`config.mk`:
```
export PLATFORM = sky130hd
export DESIGN_NAME = multicycle_control
export DESIGN_NICKNAME = d
export VERILOG_FILES = /design/src/rtl/multicycle_control.sv
export SDC_FILE = /design/constraint.sdc
export NUM_CORES = 1
export LEC_CHECK = 0
export ABC_CLOCK_PERIOD_IN_PS = 2200
export CORE_MARGIN = 4
export CORE_UTILIZATION = 32
export CTS_BUF_LIST = sky130_fd_sc_hd__clkbuf_8 sky130_fd_sc_hd__clkbuf_16
export CTS_CLUSTER_SIZE = 25
export DETAILED_ROUTE_END_ITERATION = 8
export SYNTH_ARGS = -nofsm -noshare
export SYNTH_HDL_FRONTEND = slang
export SYNTH_SLANG_ARGS = --single-unit
```
`constraint.sdc`:
```
create_clock -name CLK -period 2.2 [get_ports CLK]
set_input_delay 0.44 -clock CLK [delete_from_list [all_inputs] [get_ports CLK]]
set_output_delay 0.44 -clock CLK [all_outputs]
set_load 0.02 [all_outputs]
```
`src/rtl/multicycle_control.sv`:
```
// Multicycle control FSM for a small LEGv8-style datapath (ADD/SUB/AND/ORR, LDUR/STUR, CBZ, B).
// Defining MC_CBNZ_EN adds CBNZ; otherwise its encoding decodes as illegal.
module multicycle_control (
    input  logic        CLK,
    input  logic        Reset,
    input  logic [10:0] Opcode,
    input  logic        Zero,
    input  logic        MemReady,
    output logic [3:0]  ALUCtrl,
    output logic        Reg2Loc,
    output logic        ALUSrc,
    output logic        MemToReg,
    output logic        RegWrite,
    output logic        MemRead,
    output logic        MemWrite,
    output logic        IRWrite,
    output logic        PCWrite,
    output logic        PCSrc,
    output logic        Illegal
);

    typedef enum logic [2:0] {
        FETCH  = 3'd0,
        DECODE = 3'd1,
        EXEC   = 3'd2,
        MEM    = 3'd3,
        WB     = 3'd4,
        HALT   = 3'd5
    } state_t;

    typedef enum logic [3:0] {
        CL_NONE = 4'd0,
        CL_ADD  = 4'd1,
        CL_SUB  = 4'd2,
        CL_AND  = 4'd3,
        CL_ORR  = 4'd4,
        CL_LDUR = 4'd5,
        CL_STUR = 4'd6,
        CL_CBZ  = 4'd7,
        CL_CBNZ = 4'd8,
        CL_B    = 4'd9
    } class_t;

    localparam logic [3:0] ALU_AND   = 4'b0000;
    localparam logic [3:0] ALU_OR    = 4'b0001;
    localparam logic [3:0] ALU_ADD   = 4'b0010;
    localparam logic [3:0] ALU_SUB   = 4'b0110;
    localparam logic [3:0] ALU_PASSB = 4'b0111;

    state_t r_state;
    state_t w_nextState;
    class_t r_class;
    class_t w_decClass;
    logic   r_illegal;

    // R-type ALU operation; also reused in WB so the ALU result stays stable while it is written back.
    function automatic logic [3:0] aluOp(input class_t cls);
        case (cls)
            CL_SUB:  aluOp = ALU_SUB;
            CL_AND:  aluOp = ALU_AND;
            CL_ORR:  aluOp = ALU_OR;
            default: aluOp = ALU_ADD;
        endcase
    endfunction

    always_comb begin
        w_decClass = CL_NONE;
        casez (Opcode)
            11'b10001011000: w_decClass = CL_ADD;
            11'b11001011000: w_decClass = CL_SUB;
            11'b10001010000: w_decClass = CL_AND;
            11'b10101010000: w_decClass = CL_ORR;
            11'b11111000010: w_decClass = CL_LDUR;
            11'b11111000000: w_decClass = CL_STUR;
            11'b10110100???: w_decClass = CL_CBZ;
`ifdef MC_CBNZ_EN
            11'b10110101???: w_decClass = CL_CBNZ;
`endif
            11'b000101?????: w_decClass = CL_B;
            default:         w_decClass = CL_NONE;
        endcase
    end

    always_ff @(posedge CLK) begin
        if (Reset) begin
            r_state   <= FETCH;
            r_class   <= CL_NONE;
            r_illegal <= 1'b0;
        end else begin
            r_state <= w_nextState;
            if (r_state == DECODE) begin
                r_class <= w_decClass;
            end
            if (w_nextState == HALT) begin
                r_illegal <= 1'b1;
            end
        end
    end

    // Reset overrides everything in the same cycle, so a MemWrite in flight is dropped immediately.
    always_comb begin
        w_nextState = r_state;
        ALUCtrl     = 4'b0000;
        Reg2Loc     = 1'b0;
        ALUSrc      = 1'b0;
        MemToReg    = 1'b0;
        RegWrite    = 1'b0;
        MemRead     = 1'b0;
        MemWrite    = 1'b0;
        IRWrite     = 1'b0;
        PCWrite     = 1'b0;
        PCSrc       = 1'b0;
        Illegal     = 1'b0;
        if (Reset) begin
            w_nextState = FETCH;
        end else begin
            Illegal = r_illegal;
            case (r_state)
                FETCH: begin
                    MemRead = 1'b1;
                    if (MemReady) begin
                        IRWrite     = 1'b1;
                        PCWrite     = 1'b1;
                        w_nextState = DECODE;
                    end
                end
                DECODE: begin
                    case (w_decClass)
                        CL_B: begin
                            PCWrite     = 1'b1;
                            PCSrc       = 1'b1;
                            w_nextState = FETCH;
                        end
                        CL_NONE: w_nextState = HALT;
                        default: w_nextState = EXEC;
                    endcase
                end
                EXEC: begin
                    case (r_class)
                        CL_ADD, CL_SUB, CL_AND, CL_ORR: begin
                            ALUCtrl     = aluOp(r_class);
                            w_nextState = WB;
                        end
                        CL_LDUR: begin
                            ALUCtrl     = ALU_ADD;
                            ALUSrc      = 1'b1;
                            w_nextState = MEM;
                        end
                        CL_STUR: begin
                            ALUCtrl     = ALU_ADD;
                            ALUSrc      = 1'b1;
                            Reg2Loc     = 1'b1;
                            w_nextState = MEM;
                        end
                        CL_CBZ: begin
                            ALUCtrl     = ALU_PASSB;
                            Reg2Loc     = 1'b1;
                            PCWrite     = Zero;
                            PCSrc       = 1'b1;
                            w_nextState = FETCH;
                        end
`ifdef MC_CBNZ_EN
                        CL_CBNZ: begin
                            ALUCtrl     = ALU_PASSB;
                            Reg2Loc     = 1'b1;
                            PCWrite     = ~Zero;
                            PCSrc       = 1'b1;
                            w_nextState = FETCH;
                        end
`endif
                        default: w_nextState = HALT;
                    endcase
                end
                MEM: begin
                    case (r_class)
                        CL_LDUR: begin
                            MemRead = 1'b1;
                            if (MemReady) begin
                                w_nextState = WB;
                            end
                        end
                        CL_STUR: begin
                            MemWrite = 1'b1;
                            if (MemReady) begin
                                w_nextState = FETCH;
                            end
                        end
                        default: w_nextState = HALT;
                    endcase
                end
                WB: begin
                    RegWrite    = 1'b1;
                    w_nextState = FETCH;
                    if (r_class == CL_LDUR) begin
                        MemToReg = 1'b1;
                        ALUCtrl  = ALU_ADD;
                        ALUSrc   = 1'b1;
                    end else begin
                        ALUCtrl  = aluOp(r_class);
                    end
                end
                HALT: begin
                    w_nextState = HALT;
                end
                default: begin
                    w_nextState = HALT;
                end
            endcase
        end
    end

endmodule

```
==> summary.txt <==
crit-path max FO = 3
total track usage = 15.0%
drt drc = 0
total number of vias = 1033
largest net degree at the start of global routing = 11
Pint = 394 uW
Pwr Total = 582 uW
status = finished clean
Clock H-tree levels = 1
switching pwr = 189 uW
syn avg cell area = 6.88 um2
DRT iter0 DRCs = 24
layout cells sized above 1 = 29.1%
Worst VDD drop = 0.000201 V
Worst-path clk slew = 40 ps
commonest register cell after synthesis = dfxtp_1
Comb pwr share = 41.5%
Starting Density = 33.6%
Clk pwr share = 29.5%
row cnt = 18
post-CTS setup buffer count = 0
clk sink count = 8
Synth top area share = 19.2%
asr flop ratio synth = 0%
antenna violations before repair = 0
cell area after synthesis = 832 um2
Cells after Synth = 121
Reg power frac = 29.0%
synth-to-layout area growth = 58.3%
Final nets = 182
RSZ-0062 raised after global routing = no
vias per cell = 5.30
root buffer cell = clkbuf_8
drt first pass iters = 4
vias in the first global route = 1009
I/O pin cnt = 29
placed instance area = 0.00128 mm2
# setup viols final = 0
register area share after synthesis = 19.2%
Yosys reg bits = 8
DIE WIDTH = 59.0 um
syn nets = 136
FMAX = 473 MHz
Placer Congestion = 0.821
Syn. warnings = 0
Clk Latency, worst-skew pair = 220 ps
CTS buffer count = 3
GRT overflow = 0
Net Sw Frac = 32.4%
worst endpoint required time = 1760 ps
Startpoint Class = flop
TritonCTS clock tree = done
Synth top cells by count = nor2_1, nand2_1, dfxtp_1
Placeable Area = 0.00248 mm2
CP Data Arrival Time = 1670 ps
final period utilization = 96.1%
Crit. End Element = output pin
Hold Slack = 466 ps
PortBufs = 27
Post-synth EDFFs = 0
Longest Clk Path Bufs = 2
Antenna diodes = 0
Routed WL = 2500 um
CP Class = flop to output pin
final worst path period need = 2110 ps
DP HPWL = 2100 um
pwr dens = 442 mW/mm2
DIE AREA = 0.00348 mm2
Routed Antenna Nets = 0
ranking of synthesized cells by area = dfxtp_1, nor2_1, nand2_1
Filler cells = 267
P_leak = 0.603 nW
die span in y = 59.0 um
most frequent cell after synthesis = nor2_1
cell taking the most area after synthesis = dfxtp_1
Max-Cap Viols = 0
Worst Hold Class = flop to flop
final hold vios = 0
Yosys cell types = 45
global-route wire length before repair = 4040 um
Slew Viols, Final = 0
design area = 0.00132 mm2
Post-Route Skew = 0.412 ps
average wire per standard cell = 12.8 um
==> layout by cell type (no fill, tap or decap), types with 2 or more instances in the layout <==
master and instances:
clkbuf_8 3, buf_4 26, nand2b_1 4, o21ai_1 2
mux2i_1 2, dlygate4sd2_1 7, nand2_1 11, a31oi_1 5
buf_2 2, or2_2 2, dlymetal6s2s_1 3, nand4_1 3
dfxtp_1 8, clkdlybuf4s50_1 8, o211a_1 2, nor2_1 20
a211oi_1 3, inv_1 7, clkbuf_2 3, a21oi_1 6
nor2b_1 2, nand3_1 2, and2_1 2, o22ai_1 2
==> path summary, 6_finish.rpt <==
kind,startpoint,end,slack [ps],cells past startpoint
max,r_state[1]$_SDFF_PP0_,ALUCtrl[1],90,6
max reg2reg,r_class[1]$_SDFFE_PP0N_,r_illegal$_SDFFE_PP0N_,620,6
min reg2reg,r_illegal$_SDFFE_PP0N_,r_illegal$_SDFFE_PP0N_,470,2
min,r_illegal$_SDFFE_PP0N_,r_illegal$_SDFFE_PP0N_,470,2
==> power by group through the flow <==
stage / clock [mW] / sequential [mW] / combinational (mW)
final: 0.172 / 0.169 / 0.242
after detailed placement: 0 / 0.171 / 0.244
after CTS: 0.173 / 0.169 / 0.244
after global placement: 0 / 0.170 / 0.241
after floorplan: 0 / 0.165 / 0.140
after global routing: 0.183 / 0.171 / 0.265
==> registers in the layout, summed over array words and instances, names as in the netlist <==
register / count
r_illegal: 1
r_state: 3
r_class: 4
==> worst max-delay path, cell delays in order (launching register included) <==
cell and delay, ps:
dfxtp_1 300, or2_2 320, nor3b_4 270, buf_4 160
o2bb2ai_1 50, a31oi_1 150, buf_2 190
==> cells by family (layout without fill, tap and decap cells) <==
kind of cell              count (synthesis)  in the layout  synth area share (%)
AOI/OAI and AO/OA                        30             30                  25.7
xor gates and xnor gates                  2              2                  2.11
buffers and inverters                    17             61                  8.42
DFF                                       8              8                  19.2
muxes                                     2              2                  2.41
other                                     1              1                 0.451
and+or+nand+nor                          61             61                  41.7
==> repair_timing <==
| action | in CTS | in global routing |
|---|---|---|
| pin swaps | 4 | 4 |
| cloned | 0 | 0 |
| hold buffers | 0 | 0 |
| resized for setup | 37 | 17 |
| endpoints found under the setup margin | 13 | 12 |
==> per-layer routing <==
layer | wire, um | track usage [%] | up-vias
met1 | 966 | 14.8 | 461
met4 | 105 | 11.0 | 0
met3 | 184 | 1.74 | 9
met5 | 0 | 0 | -
li1 | - | - | 519
met2 | 1240 | 28.4 | 44
==> through the flow <==
| stage | util [%] | cells | worst slack, ps | setup TNS (ps) |
|---|---|---|---|---|
| 2_1_floorplan | - | 121 | 10.6 | 0 |
| 3_3_place_gp | 51.8 | 192 | -628 | -5180 |
| 3_5_place_dp | 51.8 | 192 | -674 | -5730 |
| 4_1_cts | 53.7 | 195 | -21.8 | -21.8 |
| 5_1_grt | 53.2 | 195 | 8.61 | 0 |
| 6_report | 53.2 | 195 | 85.8 | 0 |
==> final cells by class <==
cell class	instances	area [um2]	share of cell area, %
clock buffer	3	41.3	3.13
inverter	7	26.3	1.99
multi-input combinational	96	633	48.1
sequential	8	160	12.2
tap	30	37.5	2.85
timing repair buffer	51	419	31.8
Power figures use the tool's default switching activity.
